<file path="config.mk">
export PLATFORM = sky130hd
export DESIGN_NAME = memreg_axis_bridge
export DESIGN_NICKNAME = d
export VERILOG_FILES = /design/src/rtl/memreg_axis_bridge.sv
export SDC_FILE = /design/constraint.sdc
export NUM_CORES = 1
export LEC_CHECK = 0
export ABC_AREA = 1
export CAP_MARGIN = 20
export CORE_AREA = 2 2 322 324
export CTS_BUF_LIST = sky130_fd_sc_hd__clkbuf_8
export DETAILED_ROUTE_END_ITERATION = 16
export DIE_AREA = 0 0 324 326
export PLACE_DENSITY_LB_ADDON = 0.3
export SETUP_SLACK_MARGIN = 0.15
export SLEW_MARGIN = 30
export SYNTH_ARGS = -nofsm -noshare
export SYNTH_HDL_FRONTEND = slang
export SYNTH_SLANG_ARGS = --single-unit
</file>
<file path="constraint.sdc">
create_clock -name axis_aclk -period 15.8 [get_ports axis_aclk]
set_input_delay 2.37 -clock axis_aclk [delete_from_list [all_inputs] [get_ports axis_aclk]]
set_output_delay 2.37 -clock axis_aclk [all_outputs]
set_load 0.05 [all_outputs]
</file>
<file path="src/rtl/memreg_axis_bridge.sv">
// Register bank bridging host register accesses
// to AXI4-Stream TX/RX ports through two FIFOs.
module memreg_axis_bridge #(
  parameter int FIFO_DEPTH = 16,
  parameter logic [31:0] ID_VALUE = 32'h4158_5342
) (
  input  logic        axis_aclk,
  input  logic        axis_aresetn,
  input  logic [31:0] wdata,
  input  logic [2:0]  waddr,
  input  logic        wvalid,
  input  logic [2:0]  raddr,
  output logic [31:0] rdata,
  output logic [31:0] m_axis_tdata,
  output logic        m_axis_tvalid,
  input  logic        m_axis_tready,
  output logic        m_axis_tlast,
  input  logic [31:0] s_axis_tdata,
  input  logic        s_axis_tvalid,
  output logic        s_axis_tready,
  input  logic        s_axis_tlast,
  output logic        irq
);

  localparam int AW = $clog2(FIFO_DEPTH);
  localparam logic [AW:0] DEPTH = (AW+1)'(FIFO_DEPTH);

  logic        tx_en, rx_en, irq_en;
  logic        tx_en_n, rx_en_n, irq_en_n;
  logic        tx_ovf, rx_udf, tx_hold;
  logic [31:0] tx_count;

  logic [32:0] tx_mem [FIFO_DEPTH];
  logic [32:0] rx_mem [FIFO_DEPTH];
  logic [AW:0] tx_wptr, tx_rptr, tx_wptr_n, tx_rptr_n;
  logic [AW:0] rx_wptr, rx_rptr, rx_wptr_n, rx_rptr_n;
  logic [AW:0] tx_level, rx_level, rx_level_n;
  logic        tx_full, tx_empty, rx_full, rx_empty;

  logic wr_ctrl, wr_stat, wr_txd, wr_txl;
  logic wr_pop, wr_cnt;
  logic tx_flush, rx_flush;
  logic tx_push_req, tx_push, tx_hs;
  logic rx_push, rx_pop;
  logic [32:0] tx_head, rx_head;

  assign wr_ctrl = wvalid && (waddr == 3'd0);
  assign wr_stat = wvalid && (waddr == 3'd1);
  assign wr_txd  = wvalid && (waddr == 3'd2);
  assign wr_txl  = wvalid && (waddr == 3'd3);
  assign wr_pop  = wvalid && (waddr == 3'd5);
  assign wr_cnt  = wvalid && (waddr == 3'd6);

  assign tx_flush = wr_ctrl && wdata[2];
  assign rx_flush = wr_ctrl && wdata[3];

  assign tx_level = tx_wptr - tx_rptr;
  assign rx_level = rx_wptr - rx_rptr;
  assign tx_full  = (tx_level == DEPTH);
  assign tx_empty = (tx_level == '0);
  assign rx_full  = (rx_level == DEPTH);
  assign rx_empty = (rx_level == '0);

  assign tx_head = tx_mem[tx_rptr[AW-1:0]];
  assign rx_head = rx_mem[rx_rptr[AW-1:0]];

  assign m_axis_tvalid = !tx_empty && (tx_en || tx_hold);
  assign m_axis_tdata  = tx_head[31:0];
  assign m_axis_tlast  = tx_head[32];

  assign tx_hs       = m_axis_tvalid && m_axis_tready;
  assign tx_push_req = wr_txd || wr_txl;
  assign tx_push     = tx_push_req && (!tx_full || tx_hs);
  assign rx_push     = s_axis_tvalid && s_axis_tready;
  assign rx_pop      = wr_pop && !rx_empty;

  // Next control bits; flush bits are pulses, never stored
  always_comb begin
    tx_en_n  = tx_en;
    rx_en_n  = rx_en;
    irq_en_n = irq_en;
    if (wr_ctrl) begin
      tx_en_n  = wdata[0];
      rx_en_n  = wdata[1];
      irq_en_n = wdata[4];
    end
  end

  // Next FIFO pointers; flush wins over push/pop
  always_comb begin
    tx_wptr_n = tx_wptr;
    tx_rptr_n = tx_rptr;
    rx_wptr_n = rx_wptr;
    rx_rptr_n = rx_rptr;
    if (tx_flush) begin
      tx_wptr_n = '0;
      tx_rptr_n = '0;
    end else begin
      if (tx_push) tx_wptr_n = tx_wptr + 1'b1;
      if (tx_hs)   tx_rptr_n = tx_rptr + 1'b1;
    end
    if (rx_flush) begin
      rx_wptr_n = '0;
      rx_rptr_n = '0;
    end else begin
      if (rx_push) rx_wptr_n = rx_wptr + 1'b1;
      if (rx_pop)  rx_rptr_n = rx_rptr + 1'b1;
    end
  end

  assign rx_level_n = rx_wptr_n - rx_rptr_n;

  // Control, flags, pointers and stream-side state
  always_ff @(posedge axis_aclk or negedge axis_aresetn) begin
    if (!axis_aresetn) begin
      tx_en         <= 1'b0;
      rx_en         <= 1'b0;
      irq_en        <= 1'b0;
      tx_ovf        <= 1'b0;
      rx_udf        <= 1'b0;
      tx_hold       <= 1'b0;
      tx_count      <= '0;
      tx_wptr       <= '0;
      tx_rptr       <= '0;
      rx_wptr       <= '0;
      rx_rptr       <= '0;
      s_axis_tready <= 1'b0;
      irq           <= 1'b0;
    end else begin
      tx_en   <= tx_en_n;
      rx_en   <= rx_en_n;
      irq_en  <= irq_en_n;
      tx_wptr <= tx_wptr_n;
      tx_rptr <= tx_rptr_n;
      rx_wptr <= rx_wptr_n;
      rx_rptr <= rx_rptr_n;
      if (wr_stat && wdata[20])
        tx_ovf <= 1'b0;
      else if (tx_push_req && !tx_push)
        tx_ovf <= 1'b1;
      if (wr_stat && wdata[21])
        rx_udf <= 1'b0;
      else if (wr_pop && rx_empty)
        rx_udf <= 1'b1;
      if (tx_flush || tx_hs)
        tx_hold <= 1'b0;
      else if (m_axis_tvalid)
        tx_hold <= 1'b1;
      if (wr_cnt)
        tx_count <= '0;
      else if (tx_hs)
        tx_count <= tx_count + 32'd1;
      s_axis_tready <= rx_en_n && (rx_level_n != DEPTH);
      irq <= irq_en &&
             (!rx_empty || tx_ovf || rx_udf);
    end
  end

  // FIFO storage, no reset needed
  always_ff @(posedge axis_aclk) begin
    if (tx_push && !tx_flush)
      tx_mem[tx_wptr[AW-1:0]] <= {wr_txl, wdata};
    if (rx_push && !rx_flush)
      rx_mem[rx_wptr[AW-1:0]] <= {s_axis_tlast, s_axis_tdata};
  end

  // Side-effect-free read mux
  always_comb begin
    rdata = '0;
    case (raddr)
      3'd0: rdata = {27'd0, irq_en, 2'b00, rx_en, tx_en};
      3'd1: begin
        rdata[4:0]  = 5'(tx_level);
        rdata[12:8] = 5'(rx_level);
        rdata[16]   = tx_full;
        rdata[17]   = tx_empty;
        rdata[18]   = rx_full;
        rdata[19]   = rx_empty;
        rdata[20]   = tx_ovf;
        rdata[21]   = rx_udf;
        rdata[22]   = !rx_empty && rx_head[32];
      end
      3'd4: rdata = rx_empty ? 32'd0 : rx_head[31:0];
      3'd6: rdata = tx_count;
      3'd7: rdata = ID_VALUE;
      default: rdata = '0;
    endcase
  end

endmodule

</file>
Yosys cells after proc, flatten, opt, wreduce, memory -nomap -nowiden
Memories as Yosys holds them, arrays and structs flattened.
Index checks and enable logic that the tools add are counted.
{"block": "classes", "reduce_logical": 44, "n_addsub": 8, "mux": 28, "n_eq_ne": 12}
{"op": "2-to-1 mux 32 bit", "count": 3}
{"op": "2-to-1 mux 5 bit", "count": 8}
{"op": "adder 32 x 1 -> 32 bit, second input constant", "count": 1}
{"op": "one-hot mux 7 bit (4 select lines)", "count": 1}
{"op": "one-hot mux 9 bit (3 select lines)", "count": 1}
{"op": "one-hot mux 5 bit (5 select lines)", "count": 1}
{"op": "logical AND 1 bit", "count": 22}
{"op": "adder 5 x 1 -> 5 bit, second input constant", "count": 4}
{"op": "one-hot mux 5 bit (4 select lines)", "count": 1}
{"op": "one-hot mux 3 bit (3 select lines)", "count": 2}
{"op": "== test 3 bit, second input constant", "count": 5}
{"op": "subtractor 5 bit", "count": 3}
{"op": "nonzero test 2 bit", "count": 6}
{"op": "2-to-1 mux 1 bit", "count": 11}
{"op": "== test 5 bit, second input constant", "count": 2}
{"op": "zero test 5 bit", "count": 2}
{"op": "== test 3 x 1 -> 1 bit, second input constant", "count": 2}
{"op": "== test 3 x 2 -> 1 bit, second input constant", "count": 2}
{"op": "zero test 1 bit", "count": 6}
{"op": "zero test 3 bit", "count": 2}
{"op": "logical OR 1 bit", "count": 6}
{"op": "!= test 5 bit, second input constant", "count": 1}
{"block": "totals", "wordCells": 107, "reg_bits": 60, "memories": 2, "output_inout_bits": 68, "inputBits": 76, "ramBits": 1056}
{"name": "rx_mem", "depth": 16, "word_bits": 33, "rd": 1, "rd_ports_with_merged_regs": 0, "wr": 1, "line_no": "34", "text": "logic [32:0] rx_mem [FIFO_DEPTH];"}
{"name": "tx_mem", "depth": 16, "word_bits": 33, "rd": 1, "rd_ports_with_merged_regs": 0, "wr": 1, "line_no": "33", "text": "logic [32:0] tx_mem [FIFO_DEPTH];"}

Logic depth before layout (Yosys ltp)
Gate-level depths: netlist (run 1).
{"block": "logic_depth", "word_depth": 11, "ltp_mapped": 26, "ltp_nobuf": 24}

Worst setup path before layout (run 1)
Ideal clock, no wire load.
{"block": "synth_timing", "kind": "input-to-output", "startpoint": "in raddr[0]", "endpoint": "out rdata[13]", "arrival_ns": 4.170, "cell_stages": 5, "required_ns": 13.430, "n_path_buf": 2, "path_slack_ns": 9.260, "path_cell_list": "clkbuf_1 nor2_1 inv_1 clkbuf_1 o21ai_0"}
{"block": "synth_via", "elab_chain_cells": 2}
{"element": "start: declaration", "line_no": "12", "text": "input logic [2:0] raddr,"}
{"element": "== test 3 bit", "line_no": "170", "text": "case (raddr)"}
{"element": "one-hot mux 3 bit (3 select lines) (*)", "line_no": "170"}
{"element": "end: declaration", "line_no": "13", "text": "output logic [31:0] rdata,"}
Every way passes the cells marked *; elsewhere a longest branch is shown, timed or not.

Worst setup path after layout (run 1)
{"block": "layout_timing", "startpoint": "reg rx_rptr[0]", "endpoint": "out rdata[12]"}
{"block": "layout_via", "elab_chain_cells": 4}
{"element": "start: declaration", "line_no": "36", "text": "logic [AW:0] rx_wptr, rx_rptr, rx_wptr_n, rx_rptr_n;"}
{"element": "start signal: assignment", "line_no": "136", "text": "rx_rptr <= rx_rptr_n;"}
{"element": "subtractor 5 bit", "line_no": "58", "text": "assign rx_level = rx_wptr - rx_rptr;"}
{"element": "zero test 5 bit", "line_no": "62", "text": "assign rx_empty = (rx_level == '0);"}
{"element": "2-to-1 mux 32 bit", "line_no": "183", "text": "3'd4: rdata = rx_empty ? 32'd0 : rx_head[31:0];"}
{"element": "one-hot mux 5 bit (4 select lines) (*)", "line_no": "170"}
Marks and branches as above.

==> key figures, run 1 <==
Route
  – Met1 wire length: around 52,000 um
  – Routed WL: about 120,000 um
  – Via-to-Cell Ratio: ~5.6
  – DR iter-0 viols: 3,265
  – Metal3 WL: slightly below 10,000 um
  – TritonRoute pass-1 iters: 6
  – Met2 Routed Length: 55,640 um
  – Vias post-DR: about 30,000
  – Final routed DRC violation total: 0
  – Max layer used: met5
  – Antenna Nets Post-Route: 0
  – WL/cell: 22.42 um

CTS
  – CTS Buf Count: roughly 180
  – TritonCTS clock tree: done
  – Clk slew on worst S/H paths: about 60 ps
  – Clk_lat worst skew: around 860 ps
  – CTS H-tree lvls: 4
  – Postcts setup bufs: 0
  – Clock sinks: approximately 1,100
  – Cts repair resizes: 0
  – CTS max path bufs: 3
  – # hold bufs at CTS: 0
  – Root buf cell: clkbuf_8

Logic synthesis
  – Leading area contributor after synthesis: edfxtp_1
  – Most frequent cell after synthesis: edfxtp_1
  – Mapped Cells: approximately 3,700
  – Synthesized area: ~46,000 um^2
  – YS warnings: 0
  – Post-synth EDFFs: 1,056
  – Main area contributors after synthesis: edfxtp_1 (69%), nand2_1 (6.3%), nand3_1 (3.9%), o21ai_0 (3.6%), dfrtp_1 (3.3%)
  – Post-synthesis cell type count: between 40 and 50
  – Primary FF master, synth: edfxtp_1
  – Sequential fraction of the synthesis area: between 70% and 80%
  – Synth async-reset ratio: under 10%
  – Post-synth top cells: edfxtp_1 (1,056), nand2_1 (767), nor2_1 (372)
  – Syn avg cell area: around 12 um^2
  – Syn nets: 3,821
  – Yosys top cell area share: 69.35%
  – Post-synthesis register bit count: about 1,100

Final layout
  – Final Non-Filler Cells: approximately 5,400
  – Share of layout cells above drive strength 1: under 10%
  – Design Area, Final: 51,890 um^2
  – Final nets: just under 4,000
  – Area growth from synthesis to layout: 13.47%
  – Fill cell total of the finished layout: 8,869

Worst setup path
  – R2R cell count: 13
  – Highest cell delay on the worst timing path: 940 ps
  – Worst Path Required: roughly 13,000 ps
  – Worst Path Class, Setup: reg2out
  – Reg-to-Reg End: tx_mem[12][29]
  – Worst path bufs/invs: 4
  – Nature of the critical path endpoint: primary output
  – Worst r2r src: tx_rptr[0]
  – CP max FO: 76
  – Critical Path Most Common Cell: nand2_1
  – Worst path cell trace: buf_4, buf_4, buf_4, nand2_1, a32o_1, o21ai_0, nand2_1, nand2_1, nand2_1, nand3_1, clkdlybuf4s50_1
  – Setup slack, reg-to-reg: 10,820 ps
  – Critical path arrival: 6160 ps
  – Crit path max-delay family: buffers and inverters
  – Slowest cell on the critical path: dfrtp_4
  – Crit start category: flop

Timing
  – Fmax: ~120 MHz
  – Setup violations, final: 0
  – Worst setup margin: slightly above 7000 ps
  – Setup_tns: 0 ps
  – Max-slew violations: 0
  – Tcrit/Tclk final: between 50% and 60%
  – Fin. Hold Viols: 0
  – Relative slew slack: about a third
  – Worst slew pin tran: roughly 1000 ps
  – Skew final: about 44 ps
  – RSZ-0062 raised after global routing: no
  – Final worst path period need: approximately 8500 ps

Power
  – Leakage Power: approximately 18 nW
  – Peak supply drop: about 0.12 mV
  – Combinational share of power: about a third
  – Areal power density over the cells: approximately 170 nW/um^2
  – Sw Ratio: between 30% and 40%
  – Clock power frac: 25.2%
  – Switch Pwr: ~3.6 mW
  – Seq pwr share: approximately two fifths
  – Pint: 5.450 mW
  – Design Power: roughly 9 mW

Global route
  – Gr ovfl total: 0
  – Vias in the first global route: 28,850
  – Largest net degree at the start of global routing: 161
  – GR Util All Layers: between 20 and 25%
  – Global-route wire length before repair: approximately 180,000 um
  – Initial antenna violation count: 13

Min path
  – Hold path startpoint: irq_en
  – WHS Endpoint: irq
  – HP Class: reg2reg
  – WHS Path Cells: 2

Floorplanning
  – Die Area: ~110,000 um^2
  – Core area: between 100,000 and 150,000 um^2
  – # IOs: about 140
  – Starting density of the core: 44.56%
  – Rows: between 100 and 150
  – Die Wd: between 300 and 400 um
  – DIE HEIGHT: about 330 um

Job
  – MaxCap Viol Count: 0

Place
  – GPL Wtd Cong: approximately 0.85
  – Placed Cells: a little over 5,000
  – Dpl cell area: between 40,000 and 50,000 um^2
  – Worst slack at placement: 7936 ps
  – Detailed placement HPWL: 63,750 um
  – Port bufs: roughly 140

Status
  – Status: complete, no violations
[stage by stage]
stage / utilization [%] / hold slack (ps)
final: 50.57 / 525.6
after global routing: 50.56 / 570.8
after CTS: 50.50 / 511.3
after detailed placement: 47.35 / 518.2
after global placement: 47.35 / 496.4
after floorplan: - / 478.3
[logic make-up (layout without fill, tap and decap cells)]
group | after synthesis | after routing | share of synthesized area [%]
buffers and inverters | 324 | 615 | 2.933
muxes | 2 | 2 | 0.04925
xor gates and xnor gates | 39 | 39 | 0.7470
adders and majority gates | 25 | 25 | 0.7169
other | 0 | 9 | 0
and+or+nand+nor | 1544 | 1544 | 13.99
AOI/OAI and AO/OA | 670 | 670 | 8.934
DFF | 1116 | 1116 | 72.63
[power groups by stage]
stage               clock network (mW)  registers, mW  logic [mW]
global route                      2.44           3.62        3.44
CTS                               2.32           3.60        3.14
floorplan                            0           3.52        2.18
global placement                     0           3.66        3.10
detailed placement                   0           3.66        3.13
finish                            2.28           3.60        3.16
[final cells by class]
class / instances / area (um^2) / area share, %
Timing Repair Buffer: 202 / 1897 / 3.656
Inverter: 95 / 384.1 / 0.7403
Multi-Input combinational cell: 2280 / 11390 / 21.96
Clock buffer: 179 / 2464 / 4.748
Clock inverter: 139 / 769.5 / 1.483
Tap cell: 1380 / 1727 / 3.328
Sequential cell: 1116 / 33230 / 64.04
Antenna cell: 9 / 22.52 / 0.04341
[flip-flops by register name (all words and copies together) (netlist names), 5 cells and up]
name,flops
tx_mem,528
tx_rptr,5
rx_wptr,5
tx_wptr,5
rx_rptr,5
rx_mem,528
tx_count,32
[how the worst max path moves through the flow]
stage | startpoint | endpoint | slack (ps) | depth (start not counted)
after floorplan | raddr[0] | rdata[13] | 9260 | 5
after CTS | rx_rptr[0] | rdata[12] | 7350 | 11
final | rx_rptr[0] | rdata[12] | 7270 | 11
after detailed placement | raddr[0] | rdata[24] | 7940 | 5
after global routing | rx_rptr[0] | rdata[19] | 7020 | 11
after global placement | raddr[0] | rdata[24] | 7950 | 5
[cells in the final DEF (no fill, tap or decap), types with 54 or more instances in the layout]
master / n
nor2_1: 345
inv_1: 144
clkdlybuf4s50_1: 142
clkbuf_8: 179
buf_4: 56
nand3_1: 354
nand2_1: 767
a21oi_1: 96
o22ai_1: 76
dfrtp_1: 54
o221ai_1: 62
edfxtp_1: 1056
o21ai_0: 328
[metal layers]
layer	GRT usage (%)	up-vias
li1	-	13880
met1	32.66	14910
met2	34.81	1209
met3	4.371	250
met4	7.890	8
met5	0	-
[worst reg2reg max path: stages (launching register included)]
cell and delay [ps]:
dfrtp_4 1010, ha_1 290, inv_1 60, fa_1 390
xor2_1 340, nor2_1 70, nand2_1 140, inv_1 80
o211ai_1 130, nand2_1 380, inv_1 310, nand2_1 290
nor2_4 500, buf_4 560
Note: power is estimated with default switching activity, not from simulation.
==> run 2: changes to the inputs <==
==> constraint.sdc (replaced) <==
create_clock -name axis_aclk -period 8.15 [get_ports axis_aclk]
set_input_delay 1.2225 -clock axis_aclk [delete_from_list [all_inputs] [get_ports axis_aclk]]
set_output_delay 1.2225 -clock axis_aclk [all_outputs]
set_load 0.05 [all_outputs]
==> run 2 against run 1 <==
  * Combinational power grew 95%
  * Highest routed layer unchanged
  * Via count rose by 1.2%
  * Critical path depth up 4
  * Sequential share of layout area decreased by 0.17 points
  * First-iteration DRC count is 7.7% higher
==> key figures, run 2 (synthesis results as in run 1) <==
Worst setup path
  – Worst Path Class, Setup: reg2out
  – Critical Path Most Common Cell: nand2_1
  – Worst path bufs/invs: 5
  – CP startpoint: rx_rptr[2]
  – Crit start category: flop
  – Crit path max-delay family: buffers and inverters
  – CP max FO: 53
  – Worst r2r src: tx_rptr[1]
  – Worst path cell trace: buf_4, inv_2, buf_4, ha_1, a21oi_1, nand2_1, nand2_1, nand2_1, nand2_1, nor2_2, nor4_4, buf_4, nand3_1, nand3_1, clkdlybuf4s50_1
  – Critical path arrival: roughly 5100 ps
  – Highest cell delay on the worst timing path: 830 ps
  – Setup slack, reg-to-reg: approximately 3200 ps
  – Slowest cell on the critical path: clkdlybuf4s50_1
  – Nature of the critical path endpoint: primary output
  – R2R cell count: 12
  – Worst Path Required: about 7000 ps
  – Reg-to-Reg End: tx_mem[4][22]

Floorplanning
  – Die Wd: 324 um
  – DIE HEIGHT: ~330 um
  – # IOs: 144
  – Starting density of the core: roughly 45%
  – Die Area: around 110,000 um^2
  – Rows: around 120
  – Core area: between 100,000 and 150,000 um^2

CTS
  – Clk_lat worst skew: about 870 ps
  – Root buf cell: clkbuf_8
  – CTS H-tree lvls: 4
  – CTS Buf Count: between 150 and 200
  – Postcts setup bufs: 0
  – Clk slew on worst S/H paths: 60 ps
  – Clock sinks: roughly 1,100
  – CTS max path bufs: 3
  – Cts repair resizes: 0
  – TritonCTS clock tree: done
  – # hold bufs at CTS: 0

Power
  – Seq pwr share: 39.3%
  – Pint: about 11 mW
  – Peak supply drop: around 0.32 mV
  – Switch Pwr: between 6 and 7 mW
  – Clock power frac: about a quarter
  – Leakage Power: between 15 and 20 nW
  – Areal power density over the cells: 338.7 nW/um^2
  – Sw Ratio: between 30% and 40%
  – Combinational share of power: about a third
  – Design Power: 17.62 mW

Route
  – Final routed DRC violation total: 0
  – WL/cell: between 20 and 25 um
  – Antenna Nets Post-Route: 0
  – Via-to-Cell Ratio: between 5 and 6
  – Routed WL: between 100,000 and 150,000 um
  – Vias post-DR: a little over 30,000
  – TritonRoute pass-1 iters: 8
  – DR iter-0 viols: 3,517

Min path
  – WHS Endpoint: tx_hold
  – HP Class: reg2reg
  – Hold path startpoint: tx_hold
  – WHS Path Cells: 2

Final layout
  – Most common cell after layout, fill and taps aside: edfxtp_1
  – Area growth from synthesis to layout: 13.77%
  – Share of layout cells above drive strength 1: 8.664%
  – Most frequent cells in the layout: edfxtp_1 (1,056), nand2_1 (767), nand3_1 (354)
  – Final nets: roughly 4,000
  – Design Area, Final: ~52,000 um^2

Status
  – Status: complete, no violations

Global route
  – Global-route wire length before repair: approximately 180,000 um
  – Initial antenna violation count: 14
  – Gr ovfl total: 0
  – Vias in the first global route: between 20,000 and 30,000
  – GR Util All Layers: between 20 and 25%
  – Largest net degree at the start of global routing: 219

Place
  – Dpl cell area: 48,640 um^2
  – GPL Wtd Cong: slightly below 0.9
  – Detailed placement HPWL: ~63,000 um
  – Port bufs: 143

Timing
  – Max-slew violations: 0
  – Fin. Hold Viols: 0
  – Setup violations, final: 0
  – Final worst path period need: approximately 6300 ps
  – Tcrit/Tclk final: between 70% and 80%
  – Relative slew slack: around a third
  – Skew final: around 58 ps
  – Worst slew pin tran: ~990 ps
  – Setup_tns: 0 ps
  – Fmax: around 160 MHz
  – RSZ-0062 raised after global routing: no

Job
  – MaxCap Viol Count: 0
## run 2: cell count changes in the layout (fill, tap and decap cells not counted), moves of 2 or more
cell        change
buf_12          +4
buf_4           -4
clkbuf_8        +5
clkinv_1       -13
clkinv_2        -2
clkinv_8        +7
clkinvlp_4      -2
inv_1           +4
inv_12          +2
inv_2           +2
inv_4           -2
inv_6           -5
## run 2: area by class of cell
type / instances / area, um^2
fill: 8820 / 50580
sequential: 1116 / 33230
multi-input combinational: 2280 / 11390
clock buffer: 184 / 2532
timing repair buffer: 200 / 1908
tap: 1380 / 1727
clock inverter: 130 / 824.5
inverter: 95 / 386.6
antenna: 10 / 25.02
## run 2: layer usage
metal	vias up	global-route usage [%]	part of all wire, %
met2	1318	35.34	47
li1	13860	-	-
met3	188	4.495	8.3
met5	-	0	0.031
met1	15240	32.23	43
met4	8	7.951	2.2
## run 2: metrics by stage
stage          utilization (%)  std cells  hold WS [ps]  worst slack, ps
6_report                 50.70       5395         525.7             1871
4_1_cts                  50.67       5385         514.2             1812
3_3_place_gp             47.39       5071         494.3             2812
2_1_floorplan                -       3720         478.3             3154
3_5_place_dp             47.40       5071         502.5             2785
5_1_grt                  50.70       5394         552.4             1626
## run 2: worst max-delay path by stage
stage / to / depth (start not counted)
after global routing: rdata[20] / 15
final: rdata[20] / 15
after floorplan: tx_mem[3][0] / 13
after CTS: rdata[20] / 15
after global placement: rdata[20] / 15
after detailed placement: rdata[20] / 15
## run 2: power groups by stage
stage | combinational [mW] | clock (mW) | sequential (mW)
2_1_floorplan | 4.22 | 0 | 6.83
3_3_place_gp | 6.05 | 0 | 7.04
3_5_place_dp | 6.11 | 0 | 7.04
4_1_cts | 6.13 | 4.60 | 6.92
5_1_grt | 6.72 | 4.84 | 6.96
6_report | 6.17 | 4.52 | 6.93
## run 2: worst min-delay path, stage by stage (launching register included)
cell and delay (ps):
dfrtp_1 350, a21oi_1 50, nor2_1 90
